### config.mk
export PLATFORM = sky130hd
export DESIGN_NAME = vga_encoder_flat
export DESIGN_NICKNAME = d
export VERILOG_FILES = /design/src/rtl/vga_pkg.sv /design/src/rtl/vga_encoder_if.sv /design/src/rtl/vga_delay_line.sv /design/src/rtl/vga_encoder.sv /design/src/flat_wrapper.sv
export SDC_FILE = /design/constraint.sdc
export NUM_CORES = 1
export LEC_CHECK = 0
export BUFFER_PORTS_ARGS = -buffer_cell sky130_fd_sc_hd__buf_4
export CAP_MARGIN = 20
export CORE_ASPECT_RATIO = 0.9
export CORE_UTILIZATION = 44
export DETAILED_ROUTE_END_ITERATION = 7
export PLACE_DENSITY_LB_ADDON = 0.12
export SYNTH_ARGS = -nofsm -noshare
export SYNTH_HDL_FRONTEND = slang
export SYNTH_SLANG_ARGS = --single-unit
### constraint.sdc
create_clock -name i_clk -period 2.1 [get_ports i_clk]
set_clock_uncertainty 0.1 [all_clocks]
set_input_delay 0.315 -clock i_clk [delete_from_list [all_inputs] [get_ports i_clk]]
set_output_delay 0.315 -clock i_clk [all_outputs]
set_load 0.02 [all_outputs]
### src/rtl/vga_pkg.sv
// Shared 640x480@60 timing constants and types, also used by VGAController's coordinate decode.
// Pure declarations: no logic, no latency, no flow control.
package vga_pkg;
    localparam int H_VIS    = 640;
    localparam int H_FP     = 16;
    localparam int H_SYNC   = 96;
    localparam int H_BP     = 48;
    localparam int V_VIS    = 480;
    localparam int V_FP     = 10;
    localparam int V_SYNC   = 2;
    localparam int V_BP     = 33;

    localparam int H_TOT    = H_VIS + H_FP + H_SYNC + H_BP;
    localparam int V_TOT    = V_VIS + V_FP + V_SYNC + V_BP;
    localparam int HS_START = H_VIS + H_FP;
    localparam int HS_END   = HS_START + H_SYNC - 1;
    localparam int VS_START = V_VIS + V_FP;
    localparam int VS_END   = VS_START + V_SYNC - 1;

    localparam int COORD_W  = 10;
    localparam int COLOR_W  = 12;

    typedef logic [COORD_W-1:0] coord_t;
    typedef logic [COLOR_W-1:0] color_t;

    typedef struct packed {
        logic hs;
        logic vs;
        logic vis;
        logic frame;
    } tim_t;

    localparam tim_t TIM_IDLE = '{hs: 1'b1, vs: 1'b1, vis: 1'b0, frame: 1'b0};
endpackage

### src/rtl/vga_encoder_if.sv
// Encoder <-> controller/pin bundle: coordinates out, colour select back, sync/RGB/frame tick to pins.
// Free-running every pixel clock; no handshake and no backpressure.
interface vga_encoder_if;
    import vga_pkg::*;

    color_t     csel;
    coord_t     hcoord;
    coord_t     vcoord;
    logic       hsync;
    logic       vsync;
    logic [3:0] vga_r;
    logic [3:0] vga_g;
    logic [3:0] vga_b;
    logic       frame_start;

    modport master (
        input  csel,
        output hcoord, vcoord, hsync, vsync, vga_r, vga_g, vga_b, frame_start
    );

    modport slave (
        output csel,
        input  hcoord, vcoord, hsync, vsync, vga_r, vga_g, vga_b, frame_start
    );
endinterface

### src/rtl/vga_delay_line.sv
// Fixed-depth shift register (DEPTH 0..3) with synchronous reset to RST_VAL.
// Latency DEPTH clocks (DEPTH=0 is a plain wire); always advances, no backpressure.
module vga_delay_line #(
    parameter int               WIDTH   = 4,
    parameter int               DEPTH   = 1,
    parameter logic [WIDTH-1:0] RST_VAL = '0
) (
    input  logic             i_clk,
    input  logic             i_srst,
    input  logic [WIDTH-1:0] i_dat,
    output logic [WIDTH-1:0] o_dat
);
    if (DEPTH == 0) begin : g_pass
        logic w_unused;
        assign w_unused = i_clk ^ i_srst;
        assign o_dat    = i_dat;
    end else begin : g_pipe
        logic [WIDTH-1:0] r_stage [DEPTH];

        always_ff @(posedge i_clk) begin
            if (i_srst) begin
                for (int i = 0; i < DEPTH; i++) r_stage[i] <= RST_VAL;
            end else begin
                r_stage[0] <= i_dat;
                for (int i = 1; i < DEPTH; i++) r_stage[i] <= r_stage[i-1];
            end
        end

        assign o_dat = r_stage[DEPTH-1];
    end
endmodule

### src/rtl/vga_encoder.sv
// VGA timing generator and pin stage; sync/blank/frame delayed CSEL_LAT+1 clocks to line up with CSEL.
// Pins at edge t+1+CSEL_LAT reflect the coordinate presented at edge t; free-running, no backpressure.
module vga_encoder
    import vga_pkg::*;
#(
    parameter int H_VIS    = vga_pkg::H_VIS,
    parameter int H_FP     = vga_pkg::H_FP,
    parameter int H_SYNC   = vga_pkg::H_SYNC,
    parameter int H_BP     = vga_pkg::H_BP,
    parameter int V_VIS    = vga_pkg::V_VIS,
    parameter int V_FP     = vga_pkg::V_FP,
    parameter int V_SYNC   = vga_pkg::V_SYNC,
    parameter int V_BP     = vga_pkg::V_BP,
    parameter int CSEL_LAT = 1
) (
    input  logic          i_clk,
    input  logic          i_srst,
    vga_encoder_if.master io_vga
);
    localparam int H_TOTAL  = H_VIS + H_FP + H_SYNC + H_BP;
    localparam int V_TOTAL  = V_VIS + V_FP + V_SYNC + V_BP;
    localparam int HS_FIRST = H_VIS + H_FP;
    localparam int HS_LAST  = HS_FIRST + H_SYNC - 1;
    localparam int VS_FIRST = V_VIS + V_FP;
    localparam int VS_LAST  = VS_FIRST + V_SYNC - 1;

    if (H_TOTAL > (1 << COORD_W) || V_TOTAL > (1 << COORD_W)) begin : g_bad_total
        $error("vga_encoder: H_TOT/V_TOT do not fit the 10-bit counters");
    end
    if (CSEL_LAT < 0 || CSEL_LAT > 3) begin : g_bad_lat
        $error("vga_encoder: CSEL_LAT must be 0..3");
    end

    coord_t r_h;
    coord_t r_v;
    tim_t   w_raw;
    tim_t   w_dly;
    logic   r_hsync;
    logic   r_vsync;
    logic   r_frame;
    color_t r_rgb;

    always_ff @(posedge i_clk) begin
        if (i_srst) begin
            r_h <= '0;
            r_v <= '0;
        end else if (r_h == coord_t'(H_TOTAL - 1)) begin
            r_h <= '0;
            r_v <= (r_v == coord_t'(V_TOTAL - 1)) ? '0 : r_v + coord_t'(1);
        end else begin
            r_h <= r_h + coord_t'(1);
        end
    end

    always_comb begin
        w_raw       = TIM_IDLE;
        w_raw.hs    = !((r_h >= coord_t'(HS_FIRST)) && (r_h <= coord_t'(HS_LAST)));
        w_raw.vs    = !((r_v >= coord_t'(VS_FIRST)) && (r_v <= coord_t'(VS_LAST)));
        w_raw.vis   = (r_h < coord_t'(H_VIS)) && (r_v < coord_t'(V_VIS));
        w_raw.frame = (r_h == '0) && (r_v == '0);
    end

    // Matches the controller's CSEL latency so the decode meets its colour at the output register.
    vga_delay_line #(
        .WIDTH   ($bits(tim_t)),
        .DEPTH   (CSEL_LAT),
        .RST_VAL (TIM_IDLE)
    ) u_dly (
        .i_clk  (i_clk),
        .i_srst (i_srst),
        .i_dat  (w_raw),
        .o_dat  (w_dly)
    );

    always_ff @(posedge i_clk) begin
        if (i_srst) begin
            r_hsync <= 1'b1;
            r_vsync <= 1'b1;
            r_frame <= 1'b0;
            r_rgb   <= '0;
        end else begin
            r_hsync <= w_dly.hs;
            r_vsync <= w_dly.vs;
            r_frame <= w_dly.frame;
            r_rgb   <= w_dly.vis ? io_vga.csel : '0;
        end
    end

    assign io_vga.hcoord      = r_h;
    assign io_vga.vcoord      = r_v;
    assign io_vga.hsync       = r_hsync;
    assign io_vga.vsync       = r_vsync;
    assign io_vga.frame_start = r_frame;
    assign io_vga.vga_r       = r_rgb[11:8];
    assign io_vga.vga_g       = r_rgb[7:4];
    assign io_vga.vga_b       = r_rgb[3:0];
endmodule

### src/flat_wrapper.sv
// flat-port wrapper written by rule: the top's interface ports become plain ports
module vga_encoder_flat import vga_pkg::*;
#(
    parameter int H_VIS    = vga_pkg::H_VIS,
    parameter int H_FP     = vga_pkg::H_FP,
    parameter int H_SYNC   = vga_pkg::H_SYNC,
    parameter int H_BP     = vga_pkg::H_BP,
    parameter int V_VIS    = vga_pkg::V_VIS,
    parameter int V_FP     = vga_pkg::V_FP,
    parameter int V_SYNC   = vga_pkg::V_SYNC,
    parameter int V_BP     = vga_pkg::V_BP,
    parameter int CSEL_LAT = 1
)
  (i_clk, i_srst, io_vga_csel, io_vga_hcoord, io_vga_vcoord, io_vga_hsync, io_vga_vsync, io_vga_vga_r, io_vga_vga_g, io_vga_vga_b, io_vga_frame_start);
  vga_encoder_if io_vga_i ();
  input  logic i_clk;
  input  logic i_srst;
  input wire logic [$bits(io_vga_i.csel)-1:0] io_vga_csel;
  output wire logic [$bits(io_vga_i.hcoord)-1:0] io_vga_hcoord;
  output wire logic [$bits(io_vga_i.vcoord)-1:0] io_vga_vcoord;
  output wire logic [$bits(io_vga_i.hsync)-1:0] io_vga_hsync;
  output wire logic [$bits(io_vga_i.vsync)-1:0] io_vga_vsync;
  output wire logic [$bits(io_vga_i.vga_r)-1:0] io_vga_vga_r;
  output wire logic [$bits(io_vga_i.vga_g)-1:0] io_vga_vga_g;
  output wire logic [$bits(io_vga_i.vga_b)-1:0] io_vga_vga_b;
  output wire logic [$bits(io_vga_i.frame_start)-1:0] io_vga_frame_start;
  assign io_vga_i.csel = io_vga_csel;
  assign io_vga_hcoord = io_vga_i.hcoord;
  assign io_vga_vcoord = io_vga_i.vcoord;
  assign io_vga_hsync = io_vga_i.hsync;
  assign io_vga_vsync = io_vga_i.vsync;
  assign io_vga_vga_r = io_vga_i.vga_r;
  assign io_vga_vga_g = io_vga_i.vga_g;
  assign io_vga_vga_b = io_vga_i.vga_b;
  assign io_vga_frame_start = io_vga_i.frame_start;
  vga_encoder #(.H_VIS(H_VIS), .H_FP(H_FP), .H_SYNC(H_SYNC), .H_BP(H_BP), .V_VIS(V_VIS), .V_FP(V_FP), .V_SYNC(V_SYNC), .V_BP(V_BP), .CSEL_LAT(CSEL_LAT)) u_core (.i_clk(i_clk), .i_srst(i_srst), .io_vga(io_vga_i));
endmodule
==> reports/metrics.yaml, run 1 <==
violations: "negative setup slack"
fin_setup_tns_ns: -0.1441
peakVddDrop_v: 0.0005933
syn_nets: 175
critPathTopFamily: "simple AND/OR/NAND/NOR gates"
tightest_slew_ns: 0.5711
fin_crit_sh: 1.028
synth_compound_area_frac: 0.04722
relSlewSlack: 0.6185
grt_usage: 0.1996
wl_per_cell_um: 13.27
die_area_um2: 3671
initial_core_util: 0.4776
nets: 243
arrival_ns: 2.27
seq_area_frac_synth: 0.5170
yosys.cell_types.count: 31
critPathBufInv: 0
fin_area_um2: 2195
setup_viol: 3
crit_slowest_cell: "or4b_4"
numPortBuffers: 48
synth_top_area_share: 0.5170
synth.avg_cell_area_um2: 9.619
num_io_pins: 49
cts_buffers: 5
worstPathRequired_ns: 2.22
synth_adder_area_share: 0.03314
async_flop_share: 0
post_dp_cell_area_um2: 2031
htreeDepth: 2
drcViolationCount: 0
synth-xor-area-share: 0.06959
netlist_instances: 157
synth_edf_count: 0
antenna_found_initial: 0
status: "finished with violations"
drt_wl_total_um: 3556
cp-end-kind: "flop"
synth_top_family_by_area: "simple AND/OR/NAND/NOR gates"
seq_area_um2: 787.0
slowest_delay_ns: 0.56
p_int_mw: 1.195
dpl.cell_count: 259
post-place-ws_ns: -0.04945
clockRootBuffer: "clkbuf_8"
drv_slew: 0
via_count: 1371
min_path_type: "input pin to flop"
die_w_um: 63.76
grt_pass1_vias: 1284
ant_nets: 0
synth_area_leaders: "dfxtp_1 (52%), and2_1 (5.0%), nor2_1 (4.2%), xnor2_1 (3.5%), xor2_1 (3.5%)"
cp-start-kind: "flop"
cts_tree: "yes"
drtIter0Drc: 37
yosys.area_share.simple: 0.3016
ys_warn_count: 0
finalPower_mw: 1.499
n_antenna_cell: 0
p_sw_uw: 303.2
p_leak_nw: 0.9500
nFillCells: 276
swShare: 0.2023
clkTransAtPathRegs_ns: 0.07
synthMuxAreaShare: 0.006628
placementRows: 19
power_density_nw_per_um2: 682.9
clock-sinks: 39
final_util: 0.6941
path_cells: "or4b_4 > or4_4 > or4_4 > a21oi_2"
p_clk_frac: 0.418
fp.dieH_um: 57.58
power_frac_seq: 0.510
fin_cells: 268
grt-ovfl-total: 0
crit_type: "flop to flop"
multi_input_area_um2: 730.7
setup_ws_ns: -0.05819
cpMostUsedCell: "or4_4"
clk_latency_ns: 0.28
ys.flop_type: "dfxtp_1"
ys_ff_latch: 39
comb_power_share: 0.073
yosys.area.top_type: "dfxtp_1"
dp_hpwl_um: 2519
r2r_slack_ns: -0.06
maxCapViolations: 0
hold_violations: 0
coreArea_um2: 3162
cts_hold_buffers: 0
fmax_ghz: 0.4634
grt_pass1_wl_um: 5568
drtPass1Iterations: 4
area_growth_pct: 45.32
synth_common_cells: "dfxtp_1 (39), nor2_1 (17), and2_1 (12)"
drive_gt1_frac: 0.4159
period_needed_ns: 2.158
gp_congestion: 0.8706
grt_max_degree: 13
synth_most_common_cell: "dfxtp_1"
synth_area_um2: 1510
via_per_inst: 5.116
clockBufferDepth: 2
rsz0062_at_grt: "yes"
cp_max_fo: 4
holdWs_ns: 0.1291
## worst paths after layout
kind,start,end,cells after the start
max,u_core.io_vga.hcoord[5],u_core.io_vga.vcoord[6],4
min,io_vga_csel[5],u_core.r_rgb[5],2
max reg2reg,u_core.io_vga.hcoord[5],u_core.io_vga.vcoord[6],4
min reg2reg,u_core.u_dly.g_pipe.r_stage[0][2],u_core.io_vga.vsync,1
## registers in the layout, summed over array words and instances (netlist names)
register                     flops
u_core.io_vga.frame_start        1
u_core.io_vga.hcoord            10
u_core.io_vga.hsync              1
u_core.io_vga.vcoord            10
u_core.io_vga.vsync              1
u_core.r_rgb                    12
u_core.u_dly.g_pipe.r_stage      4
## cells by family after synthesis
kind of cell	after synthesis
and+or+nand+nor	79
DFF	39
AOI/OAI and AO/OA	12
xor gates and xnor gates	12
buffers and inverters	10
adders and majority gates	4
muxes	1
## cell type report
| class | instances | area share |
|---|---|---|
| Clock buffer | 6 | 0.03763 |
| Sequential cell | 39 | 0.3586 |
| Multi-Input combinational cell | 108 | 0.3330 |
| Timing Repair Buffer | 64 | 0.2189 |
| Tap cell | 42 | 0.02395 |
| Clock inverter | 2 | 0.01596 |
| Inverter | 7 | 0.01197 |
## metal layers
metal / share of wire / track usage / vias up
li1: - / - / 672
met1: 0.42 / 0.2307 / 627
met2: 0.48 / 0.3328 / 59
met3: 0.078 / 0.06800 / 13
met4: 0.022 / 0.09416 / 0
met5: 0 / 0 / -
## repair_timing
item,4_1_cts,5_1_grt
gates resized for setup,5,5
setup buffers,1,0
setup endpoints to repair,3,6
endpoints found under the hold margin,0,0
pin swaps,2,0
## power groups by stage
stage               combinational [mW]  clock (mW)  sequential (mW)
floorplan                       0.0310           0            0.801
global placement                 0.106           0            0.780
detailed placement               0.108           0            0.780
CTS                              0.109       0.637            0.763
global route                     0.118       0.674            0.765
finish                           0.109       0.626            0.764
## layout by cell type (no fill, tap or decap), types with 6 or more instances in the layout
cell type  Yosys  final
and2_1        12     12
nor2_1        17     17
clkbuf_8       0      6
xnor2_1        6      6
xor2_1         6      6
inv_1          7      7
dfxtp_1       39     36
buf_4          0     64
nand3_1        9      8
nand2_1        6      6
(Power assumes the default switching activity.)
==> run 2, diff against run 1 <==
--- a/config.mk
+++ b/config.mk
@@ -8,7 +8,7 @@
 export BUFFER_PORTS_ARGS = -buffer_cell sky130_fd_sc_hd__buf_4
 export CAP_MARGIN = 20
 export CORE_ASPECT_RATIO = 0.9
-export CORE_UTILIZATION = 44
+export CORE_UTILIZATION = 35
 export DETAILED_ROUTE_END_ITERATION = 7
 export PLACE_DENSITY_LB_ADDON = 0.12
 export SYNTH_ARGS = -nofsm -noshare
==> run 2 against run 1 <==
- the flow finishes with violations (design-rule violations, negative setup slack)
- utilization down 16 points
- count of clock-buffer cells in the layout unchanged
- global-route usage down 3.9 points
- largest cell class unchanged
- highest routed layer unchanged
==> reports/metrics.yaml, run 2 (synthesis results as in run 1) <==
clockRootBuffer: "clkbuf_8"
ant_nets: 0  # unchanged
post_dp_cell_area_um2: 2031  # unchanged
initial_core_util: 0.3682  # -0.1094
min_path_type: "input pin to flop"
placementRows: 22  # +3
num_io_pins: 49  # unchanged
swShare: 0.2097  # +0.007403
grt_pass1_wl_um: 5609  # +0.74%
drv_slew: 0  # unchanged
final_common_cell: "buf_4"
relSlewSlack: 0.6274  # +0.008914
drive_gt1_frac: 0.3965  # -0.01945
peakVddDrop_v: 0.0003438  # -42%
clkTransAtPathRegs_ns: 0.08  # about the same
slowest_delay_ns: 0.57  # about the same
path_cells: "or4b_4 > or4_4 > or4_4 > a21oi_2"
critPathTopFamily: "simple AND/OR/NAND/NOR gates"
worstPathRequired_ns: 2.24  # +0.02 ns
n_antenna_cell: 0  # unchanged
largest_reg_flops: 12  # unchanged
crit_slowest_cell: "or4_4"
drtIter0Drc: 29  # -22%
fp.dieH_um: 64.32  # +12%
cts_buffers: 5  # unchanged
cp-start-kind: "flop"
fin_area_um2: 2206  # +0.51%
cts_tree: "yes"
power_frac_seq: 0.488  # -0.022
rsz0062_at_grt: "yes"
tightest_slew_ns: 0.5577  # -0.01334 ns
cts_hold_buffers: 0  # unchanged
drt_wl_total_um: 3391  # -4.6%
maxCapViolations: 0  # unchanged
coreArea_um2: 4101  # +30%
clk_latency_ns: 0.29  # about the same
grt_pass1_vias: 1220  # -5.0%
clock-sinks: 39  # unchanged
grt_usage: 0.1609  # -0.03866
cp-end-kind: "flop"
final_util: 0.5378  # -0.1563
fmax_ghz: 0.4659  # +0.54%
cpMostUsedCell: "or4_4"
die_w_um: 71.24  # +12%
period_needed_ns: 2.147  # -0.01158 ns
grt_max_degree: 14  # +1
mostFrequentLayoutCells: "buf_4 (65), dfxtp_1 (36), nor2_1 (17), and2_1 (12), nand3_1 (9)"
hold_violations: 0  # unchanged
status: "finished with violations"
fin_crit_sh: 1.022  # -0.005514
multi_input_area_um2: 713.2  # -2.4%
post-place-ws_ns: -0.02467  # +0.02478 ns
nets: 244  # +0.41%
holdWs_ns: 0.1173  # -0.01179 ns
clockBufferDepth: 2  # unchanged
regMostFlops: "u_core.r_rgb"
setup_ws_ns: -0.04661  # +0.01158 ns
crit_type: "flop to flop"
die_area_um2: 4582  # +25%
power_density_nw_per_um2: 709.2  # +3.9%
finalPower_mw: 1.564  # +4.4%
setup_viol: 3  # unchanged
p_clk_frac: 0.443  # +0.025
wl_per_cell_um: 12.33  # -7.1%
grt-ovfl-total: 0  # unchanged
numPortBuffers: 48  # unchanged
antenna_found_initial: 0  # unchanged
gp_congestion: 0.7808  # -10%
htreeDepth: 2  # unchanged
seq_area_um2: 787.0  # unchanged
via_per_inst: 4.789  # -6.4%
area_growth_pct: 46.06
p_leak_nw: 0.9524  # +0.25%
via_count: 1317  # -3.9%
arrival_ns: 2.28  # about the same
critPathBufInv: 0  # unchanged
dp_hpwl_um: 2487  # -1.3%
drtPass1Iterations: 7  # +3
p_sw_uw: 328.1  # +8.2%
p_int_mw: 1.236  # +3.4%
nFillCells: 371  # +34%
cp_max_fo: 4  # unchanged
comb_power_share: 0.069  # -0.004
violations: "design-rule violations, negative setup slack"
drcViolationCount: 3  # +3
run 2: final timing paths:
check,start,endpoint,slack [ns],cells past startpoint
worst max-delay path,u_core.io_vga.hcoord[5],u_core.io_vga.vcoord[6],-0.05,4
worst min-delay path,io_vga_csel[6],u_core.r_rgb[6],0.12,2
worst max register to register,u_core.io_vga.hcoord[5],u_core.io_vga.vcoord[6],-0.05,4
worst min register to register,u_core.u_dly.g_pipe.r_stage[0][3],u_core.io_vga.hsync,0.31,1
run 2: cell type report:
| cell class | instances | share of cell area |
|---|---|---|
| Timing Repair Buffer | 65 | 0.2212 |
| Multi-Input combinational cell | 108 | 0.3233 |
| Tap cell | 48 | 0.02723 |
| Clock buffer | 6 | 0.04254 |
| Sequential cell | 39 | 0.3568 |
| Inverter | 7 | 0.01191 |
| Clock inverter | 2 | 0.01702 |
run 2: per-stage QoR:
step                 TNS, ns  cells
finish               -0.1050    275
global route         -0.2744    275
CTS                 -0.08037    274
detailed placement  -0.04860    264
global placement           0    264
floorplan           -0.06323    157
run 2: timing repair:
| action | CTS | global route |
|---|---|---|
| pin swaps | 4 | 0 |
| gates resized for setup | 0 | 5 |
| setup endpoints to repair | 2 | 5 |
| cloned | 0 | 0 |
| buffers inserted | 2 | 1 |
run 2: power by group through the flow:
stage / sequential, mW / combinational (mW) / clock (mW)
floorplan: 0.801 / 0.0310 / 0
global placement: 0.780 / 0.107 / 0
detailed placement: 0.781 / 0.109 / 0
CTS: 0.763 / 0.109 / 0.713
global route: 0.766 / 0.118 / 0.741
finish: 0.763 / 0.108 / 0.694
run 2: metal layers:
layer  track usage  wire length, um  vias up
li1              -                -      675
met1        0.2014             1544      606
met2        0.2524             1628       30
met3       0.03943              162        6
met4       0.09000               55        0
met5             0                0        -
==> run 3, diff against run 2 <==
==> constraint.sdc (replaced) <==
create_clock -name i_clk -period 2.3 [get_ports i_clk]
set_clock_uncertainty 0.1 [all_clocks]
set_input_delay 0.345 -clock i_clk [delete_from_list [all_inputs] [get_ports i_clk]]
set_output_delay 0.345 -clock i_clk [all_outputs]
set_load 0.02 [all_outputs]
==> run 3 against run 2 <==
- the run ends with design-rule violations left
- worst setup slack improved by 0.18 ns
- largest power group unchanged
- final area decreased by 6.3%
- global-route usage decreased by 0.65 points
- combinational power decreased by 17%
- sequential share of layout area increased by 2.1 points
- routed wire length decreased by 0.91%
- worst hold slack improved by 0.033 ns
- utilization decreased by 3.4 points
- final cell count decreased by 4.7%
- highest routed layer unchanged
==> reports/metrics.yaml, run 3 (synthesis results as in run 1) <==
ant_nets: 0  # unchanged
violations: "design-rule violations"
drv_slew: 0  # unchanged
grt_pass1_wl_um: 5354  # -4.5%
grt_max_degree: 13  # -1
r2r_start: "u_core.io_vga.hcoord[6]"
path_cells: "or4b_4 > or4_4 > or3_1 > a21oi_1"
multi_input_area_um2: 691.9  # -3.0%
cts_buffers: 5  # unchanged
fmax_ghz: 0.4625  # -0.72%
area_growth_pct: 36.87
die_w_um: 71.24  # unchanged
numPortBuffers: 48  # unchanged
peakVddDrop_v: 0.0003388  # -1.5%
crit_type: "flop to flop"
grt_use_met1: 0.1863  # -0.01502
arrival_ns: 2.28  # about the same
period_needed_ns: 2.162  # +0.01561 ns
comb_power_share: 0.065  # -0.004
reg2reg_to: "u_core.io_vga.vcoord[9]"
drcViolationCount: 2  # -1
drive_gt1_frac: 0.3224  # -0.07405
drtPass1Iterations: 6  # -1
critPathBufInv: 0  # unchanged
cp-endpoint: "u_core.io_vga.vcoord[9]"
cts_resized: 0  # unchanged
clockRootBuffer: "clkbuf_8"
clockBufferDepth: 2  # unchanged
tightest_slew_ns: 0.5834  # +0.02562 ns
top_usage_layer: "met2"
fp.dieH_um: 64.32  # unchanged
clk_latency_ns: 0.29  # about the same
crit_slowest_cell: "or4_4"
slowest_delay_ns: 0.59  # +0.02 ns
power_frac_seq: 0.511  # +0.023
p_sw_uw: 283.8  # -14%
htreeDepth: 2  # unchanged
relSlewSlack: 0.6103  # -0.01712
grt_pass1_vias: 1188  # -2.6%
via_count: 1316  # -0.076%
rsz0062_at_grt: "no"
dp_hpwl_um: 2436  # -2.1%
p_leak_nw: 0.8841  # -7.2%
cp_max_fo: 6  # +2
reg2reg_depth: 4  # unchanged
die_area_um2: 4582  # unchanged
seq_area_um2: 780.7  # -0.79%
clock-sinks: 39  # unchanged
initial_core_util: 0.3682  # unchanged
r2r_slack_ns: 0.14  # +0.18 ns
final_common_cell: "buf_4"
nFillCells: 395  # +6.5%
p_clk_frac: 0.424  # -0.019
swShare: 0.2070  # -0.002778
gp_congestion: 0.7765  # -0.55%
cp-start-kind: "flop"
largest_reg_flops: 12  # unchanged
mostFrequentLayoutCells: "buf_4 (52), dfxtp_1 (39), nor2_1 (17), and2_1 (12), nand3_1 (9)"
fin_setup_tns_ns: 0  # +0.1050 ns
num_io_pins: 49  # unchanged
post_cts_buffers: 0  # -2
drtIter0Drc: 40  # +38%
crit_start: "u_core.io_vga.hcoord[6]"
grt-ovfl-total: 0  # unchanged
placementRows: 22  # unchanged
coreArea_um2: 4101  # unchanged
n_antenna_cell: 0  # unchanged
regMostFlops: "u_core.r_rgb"
cts_tree: "yes"
via_per_inst: 5.023  # +4.9%
grt_usage: 0.1544  # -0.006549
holdWs_ns: 0.1501  # +0.03281 ns
min_path_type: "input pin to flop"
drt_wl_total_um: 3360  # -0.91%
power_density_nw_per_um2: 663.4  # -6.5%
hold_violations: 0  # unchanged
wl_per_cell_um: 12.82  # +4.0%
fin_crit_sh: 0.9401  # -0.08210
status: "finished with violations"
path_depth: 4  # unchanged
use_met3: 0.05521  # +0.01577
clkTransAtPathRegs_ns: 0.07  # about the same
cts_hold_buffers: 0  # unchanged
nets: 231  # -5.3%
antenna_found_initial: 0  # unchanged
worstPathRequired_ns: 2.42  # +0.18 ns
maxCapViolations: 0  # unchanged
p_int_mw: 1.087  # -12%
setup_viol: 0  # -3
critPathTopFamily: "simple AND/OR/NAND/NOR gates"
cp-end-kind: "flop"
met2_usage: 0.2452  # -0.007143
run 3: cell types whose count changed in the layout (fill, tap and decap cells not counted), sizes merged:
cell	delta
buf	-13
clkinvlp	-1
clkinv	+1
run 3: how the worst min path moves through the flow:
stage / slack (ns) / cells past startpoint / from / endpoint
global placement: 0.29 / 1 / u_core.u_dly.g_pipe.r_stage[0][3] / u_core.io_vga.hsync
global route: 0.14 / 2 / io_vga_csel[0] / u_core.r_rgb[0]
floorplan: 0.29 / 1 / u_core.u_dly.g_pipe.r_stage[0][3] / u_core.io_vga.hsync
detailed placement: 0.30 / 1 / u_core.u_dly.g_pipe.r_stage[0][3] / u_core.io_vga.hsync
finish: 0.15 / 2 / io_vga_csel[11] / u_core.r_rgb[11]
CTS: 0.14 / 2 / io_vga_csel[11] / u_core.r_rgb[11]
run 3: cell type report:
cell class              count  area share
inverters                   7     0.01271
well taps                  48     0.02906
flip-flops and latches     39      0.3777
repair buffers             52      0.1889
clock buffers               6     0.03995
multi-input cells         108      0.3347
clock inverters             2     0.01695
run 3: power groups by stage:
stage	logic, mW	registers [mW]	clock network [mW]
final	0.0893	0.701	0.581
after global routing	0.0987	0.704	0.629
after CTS	0.0911	0.701	0.598
after detailed placement	0.0907	0.717	0
after global placement	0.0885	0.716	0
after floorplan	0.0283	0.733	0
run 3: layer usage:
layer  wire length [um]  vias to the layer above
li1                   -                      649
met1               1513                      625
met2               1585                       36
met3                208                        6
met4                 53                        0
met5                  0                        -
run 3: worst register-to-register path, delay by kind of cell (launching register included):
family | cells | cell delay (ns)
simple gates | 3 | 1.49
flops | 1 | 0.36
compound gates | 1 | 0.14
run 3: stage by stage:
step / worst slack, ns / utilization / power [mW] / area, um2 / std cells
global route: 0.03005 / 0.5040 / 1.432 / 2067 / 262
floorplan: 0.05157 / - / 0.7612 / 1510 / 157
finish: 0.1378 / 0.5040 / 1.371 / 2067 / 262
CTS: 0.1430 / 0.5040 / 1.390 / 2067 / 262
detailed placement: 0.1699 / 0.4753 / 0.8077 / 1949 / 254
global placement: 0.2082 / 0.4753 / 0.8048 / 1949 / 254
